<file path="src/rtl/regsel_pkg.sv">
// ----------------------------------------------------------------------------
// regsel_pkg
// Shared types and defaults for the address-register read arbiter.
//   state_t      : arbiter FSM states (IDLE -> ISSUE -> RESP -> IDLE)
//   SEL_W_DEF    : default register-select width (32 address registers)
//   DATA_W_DEF   : default width of one address register
//   NUM_REQ_MAX  : largest supported number of requesters
// ----------------------------------------------------------------------------
package regsel_pkg;

    typedef enum logic [1:0] {
        IDLE  = 2'd0,
        ISSUE = 2'd1,
        RESP  = 2'd2
    } state_t;

    localparam int SEL_W_DEF   = 5;
    localparam int DATA_W_DEF  = 8;
    localparam int NUM_REQ_MAX = 4;

endpackage

</file>
<file path="src/rtl/rr_arbiter.sv">
// ----------------------------------------------------------------------------
// rr_arbiter
// Purely combinational round-robin pick among NUM_REQ request lines.
// The search starts at index ptr and walks upward with wrap-around; the
// first asserted request wins.
//   req  in  NUM_REQ  request lines
//   ptr  in  PTR_W    index with highest priority this round (< NUM_REQ)
//   gnt  out NUM_REQ  one-hot winner, all zero when no request is asserted
// ----------------------------------------------------------------------------
module rr_arbiter
    import regsel_pkg::*;
#(
    parameter int NUM_REQ = 2,
    parameter int PTR_W   = $clog2(NUM_REQ)
) (
    input  logic [NUM_REQ-1:0] req,
    input  logic [PTR_W-1:0]   ptr,
    output logic [NUM_REQ-1:0] gnt
);

    if (NUM_REQ < 2 || NUM_REQ > NUM_REQ_MAX) begin : g_bad_num_req
        $error("rr_arbiter: NUM_REQ out of supported range");
    end

    logic [PTR_W:0]   sum;
    logic [PTR_W-1:0] idx;
    logic             found;

    always_comb begin
        // NOTE: every signal written here gets a default first, so no path
        // through the loop can leave a value unassigned and infer a latch.
        gnt   = '0;
        found = 1'b0;
        sum   = '0;
        idx   = '0;
        for (int i = 0; i < NUM_REQ; i++) begin
            // ptr + i never reaches 2*NUM_REQ, so one conditional subtract
            // is enough for the modulo.
            sum = {1'b0, ptr} + (PTR_W+1)'(i);
            if (sum >= (PTR_W+1)'(NUM_REQ)) begin
                sum = sum - (PTR_W+1)'(NUM_REQ);
            end
            idx = sum[PTR_W-1:0];
            if (!found && req[idx]) begin
                gnt[idx] = 1'b1;
                found    = 1'b1;
            end
        end
    end

endmodule

</file>
<file path="src/rtl/regsel_arbiter.sv">
// ----------------------------------------------------------------------------
// regsel_arbiter
// Shares the single address-register read mux between NUM_REQ requesters.
// One request is granted at a time (round-robin), its select is driven to the
// mux, the returned byte is registered and handed back with valid/ready.
//   clk        in   single clock, all state on rising edge
//   rst        in   synchronous, active-high reset
//   req_valid  in   per-requester read request
//   req_sel    in   per-requester register index, req i at [i*SEL_W +: SEL_W]
//   req_ready  out  one-hot accept (only in IDLE, never during reset)
//   rsp_valid  out  one-hot response valid for the granted requester
//   rsp_ready  in   per-requester response accept (only the granted bit counts)
//   rsp_data   out  registered byte returned to the granted requester
//   addsel     out  select to the address mux
//   addout     in   byte from the address mux
// ----------------------------------------------------------------------------
module regsel_arbiter
    import regsel_pkg::*;
#(
    parameter int NUM_REQ = 2,
    parameter int SEL_W   = SEL_W_DEF,
    parameter int DATA_W  = DATA_W_DEF
) (
    input  logic                     clk,
    input  logic                     rst,
    input  logic [NUM_REQ-1:0]       req_valid,
    input  logic [NUM_REQ*SEL_W-1:0] req_sel,
    output logic [NUM_REQ-1:0]       req_ready,
    output logic [NUM_REQ-1:0]       rsp_valid,
    input  logic [NUM_REQ-1:0]       rsp_ready,
    output logic [DATA_W-1:0]        rsp_data,
    output logic [SEL_W-1:0]         addsel,
    input  logic [DATA_W-1:0]        addout
);

    localparam int PTR_W = $clog2(NUM_REQ);

    state_t             state_q,    state_d;
    logic [PTR_W-1:0]   rr_ptr_q,   rr_ptr_d;
    logic [PTR_W-1:0]   grant_q,    grant_d;
    logic [SEL_W-1:0]   addsel_q,   addsel_d;
    logic [DATA_W-1:0]  rsp_data_q, rsp_data_d;

    logic [NUM_REQ-1:0] gnt;
    logic [PTR_W-1:0]   win_idx;
    logic [SEL_W-1:0]   win_sel;

    rr_arbiter #(
        .NUM_REQ (NUM_REQ),
        .PTR_W   (PTR_W)
    ) u_rr_arbiter (
        .req (req_valid),
        .ptr (rr_ptr_q),
        .gnt (gnt)
    );

    // Encode the one-hot winner and pick its select with constant part-selects.
    always_comb begin
        win_idx = '0;
        win_sel = '0;
        for (int i = 0; i < NUM_REQ; i++) begin
            if (gnt[i]) begin
                win_idx = PTR_W'(i);
                win_sel = req_sel[i*SEL_W +: SEL_W];
            end
        end
    end

    always_comb begin
        state_d    = state_q;
        rr_ptr_d   = rr_ptr_q;
        grant_d    = grant_q;
        addsel_d   = addsel_q;
        rsp_data_d = rsp_data_q;
        req_ready  = '0;
        rsp_valid  = '0;

        unique case (state_q)
            IDLE: begin
                // Accept is advertised only outside reset.
                req_ready = rst ? '0 : gnt;
                if (|req_valid) begin
                    grant_d  = win_idx;
                    addsel_d = win_sel;
                    state_d  = ISSUE;
                end
            end
            ISSUE: begin
                // addsel was registered last cycle, so addout is settled now.
                rsp_data_d = addout;
                state_d    = RESP;
            end
            RESP: begin
                rsp_valid[grant_q] = 1'b1;
                if (rsp_ready[grant_q]) begin
                    rr_ptr_d = (grant_q == PTR_W'(NUM_REQ - 1)) ? '0 : grant_q + 1'b1;
                    state_d  = IDLE;
                end
            end
            default: begin
                state_d = IDLE;
            end
        endcase
    end

    // NOTE: state registers use non-blocking assignments so every flop samples
    // the pre-edge values, independent of statement order.
    always_ff @(posedge clk) begin
        if (rst) begin
            state_q    <= IDLE;
            rr_ptr_q   <= '0;
            grant_q    <= '0;
            addsel_q   <= '0;
            rsp_data_q <= '0;
        end else begin
            state_q    <= state_d;
            rr_ptr_q   <= rr_ptr_d;
            grant_q    <= grant_d;
            addsel_q   <= addsel_d;
            rsp_data_q <= rsp_data_d;
        end
    end

    assign addsel   = addsel_q;
    assign rsp_data = rsp_data_q;

endmodule

</file>
<file path="config.mk">
export PLATFORM = sky130hd
export DESIGN_NAME = regsel_arbiter
export DESIGN_NICKNAME = d
export VERILOG_FILES = /design/src/rtl/regsel_pkg.sv /design/src/rtl/rr_arbiter.sv /design/src/rtl/regsel_arbiter.sv
export SDC_FILE = /design/constraint.sdc
export NUM_CORES = 1
export LEC_CHECK = 0
export CORE_UTILIZATION = 40
export DETAILED_ROUTE_END_ITERATION = 8
export GPL_TIMING_DRIVEN = 0
export PLACE_DENSITY = 0.82
export SYNTH_ARGS = -nofsm -noshare
export SYNTH_HDL_FRONTEND = slang
export SYNTH_SLANG_ARGS = --single-unit
export TNS_END_PERCENT = 100
</file>
<file path="constraint.sdc">
create_clock -name clk -period 1.7 [get_ports clk]
set_input_delay 0.34 -clock clk [delete_from_list [all_inputs] [get_ports clk]]
set_output_delay 0.34 -clock clk [all_outputs]
set_load 0.1 [all_outputs]
</file>
## After elaboration in Yosys (flattened, before gate mapping)

Cells that the tools add are included.
W data, S select, Z words.

| operators by class | value |
|---|---|
| add/subtract/negate cells | 4 |
| equal/unequal tests | 4 |
| bitwise logic cells | 1 |
| order comparisons | 8 |
| mux-type cells | 27 |
| reductions and logical operators | 10 |

Operators with widths:

| operator | count |
|---|---|
| $mux W1 | 14 |
| $mux W2 | 7 |
| $mux W5 | 2 |
| $lt A1 B2 Y1 const B | 3 |
| $pmux W2 S3 | 1 |
| $reduce_and A2 Y1 | 3 |
| $logic_and A1 B1 Y1 | 4 |
| $ne A2 B2 Y1 const B | 2 |
| $demux W1 S1 | 3 |
| $ge A1 B1 Y1 const B | 3 |
| $add A1 B1 Y2 const B | 1 |
| $eq A2 B1 Y1 const B | 1 |
| $eq A2 B2 Y1 const B | 1 |
| $ge A1 B2 Y1 const B | 1 |
| $ge A2 B2 Y1 const B | 1 |
| $logic_not A2 Y1 | 1 |
| $or A2 B2 Y2 | 1 |
| $reduce_or A2 Y1 | 1 |
| $sub A1 B1 Y1 const B | 2 |
| $add A1 B1 Y1 const B | 1 |
| $logic_not A1 Y1 | 1 |

| storage, ports and cells | value |
|---|---|
| word-level logic and storage cells | 59 |
| output and inout port bits | 17 |
| flip-flop bits (word level) | 17 |

## Depth between registers and ports, before layout

Gate-level depths: netlist of the first run.

| depth | value |
|---|---|
| depth in word-level cells | 11 |
| depth in mapped cells | 4 |
| gate-level depth less buffers | 3 |

## Cells and area by module

A second synthesis of the first run with hierarchy kept.

| second synthesis, totals | value |
|---|---|
| cell total of the unflattened synthesis | 90 |
| area total of the unflattened synthesis | 755.7 um^2 |

Modules (own cells, without submodules):

| module | times used | area each (um^2) | cells each |
|---|---|---|---|
| regsel_arbiter | 1 | 737.0 | 87 |
| rr_arbiter | 1 | 18.8 | 3 |

## Worst setup path after synthesis of the first run

OpenSTA, ideal clock, no wires.

| timing | value |
|---|---|
| path type | input port to output port |
| from | input rst |
| to | output req_ready[0] |
| path slack | -824 ps |
| data required time | 1360 ps |
| stages on the path | 3 |
| arrival time | 2184 ps |
| cell sequence | clkbuf_1 -> or3_1 -> nor2b_1 |

| between the ends | value |
|---|---|
| longest elaborated chain between the ends | 2 |

RTL lines:

| element | RTL line | source |
|---|---|---|
| from (decl) | regsel_arbiter.sv:25 | `input logic rst,` |
| $mux W2 | regsel_arbiter.sv:81 | `req_ready = rst ? '0 : gnt;` |
| $mux W2 | regsel_arbiter.sv:78 | `unique case (state_q)` |
| to (decl) | regsel_arbiter.sv:28 | `output logic [NUM_REQ-1:0] req_ready,` |

No other way between the ends.

## Worst setup path in the final report of the first run

| timing | value |
|---|---|
| from | register state_q[1] |
| to | output req_ready[0] |

| between the ends | value |
|---|---|
| longest elaborated chain between the ends | 2 |

RTL lines:

| element | RTL line | source |
|---|---|---|
| from (decl) | regsel_arbiter.sv:38 | `state_t state_q, state_d;` |
| from (signal assigned) | regsel_arbiter.sv:116 | `state_q <= state_d;` |
| $logic_not A2 Y1 | regsel_arbiter.sv:78 |  |
| $mux W2 | regsel_arbiter.sv:78 |  |

No other way between the ends.

==> results list, run 1 <==
- The checks that failed: negative setup slack.
- For this run, the leading register cell type out of synthesis is dfxtp_1.
- In this run the remaining antenna-violating nets after routing total 0.
- The first detailed-routing pass ran for 4 iterations.
- Number of hold-slack violations in the final timing report: 0
* Count of routing violations after the opening detailed-route iteration: 8
* Gpl congestion: 0.790
- Clock tree from TritonCTS: done
- Worst setup SP type: register
* Combinational share of power: 42.1%
- In the final routed layout, each cell accounts on average for roughly 12 microns.
* Global-route usage over all layers: between 20% and 30%
- Share of the clock period used by the worst path: 102%
- Die H: 45.3 microns
* Endpoint class of the critical path: primary output
- Counting flops with an async set or reset pin after synthesis yields a share of 0%.
* Netlist cell types: 28
- The post-route netlist has 31.1% of its cells at a drive strength greater than 1.
- The worst path in the final design needs a cycle of 1.74 ns, including I/O delays and setup.
- After legalization and detailed placement, the total HPWL measured ~1400 microns.
- Counting every instance in the synthesized netlist gives 86.
- Yosys instantiated no cell more often than dfxtp_1.
- Clock root cell: clkbuf_4
- Fin Clk Skew: 0.00399 ns
* Peak ir drop on the vdd network: between 0.0004 and 0.0005 V
* Headroom to the max-slew limit: a little under three fifths
- Wire length of the first global-routing pass: 2960 microns
- Sequential-to-total area share from yosys stat: 45.3%
- Crit Path Category: reg2out
* Port Buffers: 38
- Endpoint of the lowest-slack register-to-register path: addsel[2]
- The synthesized design contains 17 register bits.
* Initial antenna violation count: 0
- Area of the core region: 1750 sq um
- Entering global routing, the biggest net connects 11 pins.
- The floorplan step defined a die boundary enclosing slightly above 2000 sq um.
- Measured on the finished design, the core utilization comes to between 70% and 80%.
- Of all nets on the critical path, the largest fanout is 6.
- Post-synth top cells: 17 x dfxtp_1, 16 x a21oi_1, 16 x nand2_1
- Outcome: finished, violations left
- Unrepaired setup endpoints after global routing: yes
* Number of buffers created by CTS: 3
- Reg2Reg Depth: 3
- In this run switching power makes up 41.1% of total power.
- Clock latency of the later-clocked register in the worst-skew pair: 0.29 ns
- In this run the power density over the cells is 894 nW/um^2.
- Crit path setup slack, layout: -0.0363 ns
- Derived from the worst setup path, the maximum achievable clock frequency is 0.576 GHz.
* Vias after detailed routing: between 800 and 900
- Hold-critical path endpoint: grant_q
- Antenna cell count: 0
- H-tree depth reported by CTS: 1
- Summed over all cells, the static leakage comes to just under 0.5 nW.
- The via count of the first global-routing pass came to about 660.
- Launch instance of the worst min-delay path: req_valid[1]
* Share of the synthesized area in the top cell type: 45.3%
- Fraction of power consumed by sequential logic: 39.5%
- STA puts the critical path data required time at 1.36 ns.
* Final sum of negative setup slack: -0.0363 ns
* Worst Max-Slew Pin Slew: 0.651 ns
* Die Span X: 45.3 microns
* Net Sw Power: 0.479 mW
* Clk network pwr share: 18.4%
* Total of endpoints with negative setup slack in the final report: 1
* Number of enable-type register cells in the synthesized netlist: 0
- The design draws between 1 and 1.5 mW.
- The internal power of the cells totals 0.686 mW.
- Layout net count: 157
* Top cells by area, synth: dfxtp_1 45%, a21oi_1 11%, nand2_1 8.0%
- The cell area that synthesis handed to floorplanning was 751 sq um.
- Final hold analysis gives a worst-case slack of around 0.34 ns.
* Aggregate routed wire length: about 2000 microns
* Per-cell via count in the routed design: 5.11
* Initial core utilization: 43.0%
- Total clock sinks: 17
* Relative area change from synthesis to final layout: 73.5%
- Count of unresolved DRC violations after routing: 0
- Number of core rows: 15
* Warnings from Yosys: 0
- Path type of the worst min-delay path: in2reg
- Setup slack on the worst reg-to-reg path comes out at 0.33 ns.
- The max-slew violation count came to 0.
- Clock-pin transition on the worst setup and hold timing paths: 0.10 ns
- The clock passes through at most 2 buffers.
* Arrival time reported for the critical path endpoint: roughly 1.4 ns
- Max Cap Viol: 0
- Global route total overflow: 0
- Along the worst hold path, the cell count comes to 3.
- The worst register-to-register path begins at state_q[1].
* Top Ports: 41
- Syn Nets: 110
- Top cell type by total area after synthesis: dfxtp_1
- Mean area per synthesized cell: 8.73 sq um
-- layer usage --
metal,track usage (%),part of all wire (%),wire (microns),up-vias
met5,0,0,0,-
met4,12.7,2.0,40,0
met3,6.40,8.5,166,4
met2,35.9,51,989,35
met1,22.9,39,757,363
li1,-,-,-,400
-- metrics by stage --
step / instances / setup WS (ns) / area (sq um)
2_1_floorplan: 86 / -0.0253 / 767
3_3_place_gp: 149 / -1.09 / 1180
3_5_place_dp: 149 / -1.09 / 1180
4_1_cts: 155 / -0.0274 / 1280
5_1_grt: 157 / -0.0841 / 1300
6_report: 157 / -0.0363 / 1300
-- state kept, by name, summed over array words and instances, names as in the netlist --
name,count
addsel,5
grant_q,1
rr_ptr_q,1
rsp_data,8
state_q,2
-- worst max-delay path by stage --
stage | startpoint | endpoint | slack (ns) | cells after the start
3_5_place_dp | req_valid[0] | req_ready[0] | -1.09 | 4
6_report | state_q[1] | req_ready[0] | -0.04 | 3
2_1_floorplan | rst | req_ready[0] | -0.03 | 3
5_1_grt | state_q[1] | req_ready[0] | -0.08 | 3
4_1_cts | state_q[1] | req_ready[0] | -0.03 | 3
3_3_place_gp | req_valid[0] | req_ready[0] | -1.09 | 4
-- power by group through the flow --
stage / sequential, mW / clock [mW] / combinational (mW)
6_report: 0.460 / 0.214 / 0.490
5_1_grt: 0.465 / 0.238 / 0.513
4_1_cts: 0.462 / 0.217 / 0.482
3_5_place_dp: 0.467 / 0 / 0.468
3_3_place_gp: 0.466 / 0 / 0.463
2_1_floorplan: 0.657 / 0 / 0.144
-- repair_timing --
action,in CTS,in global routing
setup buffers,2,2
hold buffers,0,0
resized for setup,78,2
setup endpoints to repair,17,4
pin swaps,1,0
gates cloned,0,0
-- cells in the final DEF, fill, tap and decap left out, drive strengths merged, types with 2 or more instances in the layout --
| cell | count |
|---|---|
| nor2 | 4 |
| dfxtp | 17 |
| a211oi | 5 |
| clkdlybuf4s15 | 13 |
| buf | 11 |
| nand2 | 16 |
| clkbuf | 6 |
| nand2b | 2 |
| a21oi | 16 |
| nor2b | 3 |
| a32oi | 5 |
| clkdlybuf4s50 | 20 |
-- critical path: stages, from the launching register on --
cell	delay [ns]
dfxtp_4	0.38
or3_4	0.41
nor2b_4	0.14
buf_12	0.18
-- logic make-up (layout without fill, tap and decap cells) --
| family | Yosys count | in the layout | share of synthesized area, % |
|---|---|---|---|
| buffers and inverters | 6 | 52 | 4.83 |
| AO/OA/AOI/OAI | 29 | 29 | 26.0 |
| AND/OR/NAND/NOR | 33 | 33 | 22.5 |
| flip-flops | 17 | 17 | 45.3 |
| multiplexers | 1 | 1 | 1.33 |
-- final cells by class --
cell class,count,area [sq um]
timing repair buffer,42,444
fill,125,443
multi-input combinational,63,415
sequential,17,349
buffer,5,32.5
tap,25,31.3
clock buffer,4,26.3
inverter,1,3.75
No activity file was read; power rests on OpenSTA's default activity.
==> inputs of run 2 (changes only) <==
Settings changed: CORE_MARGIN set to 1, SLEW_MARGIN set to 20.
==> results of run 2 <==
Same layout as run 1: the final DEF is identical, and so are final timing and power.
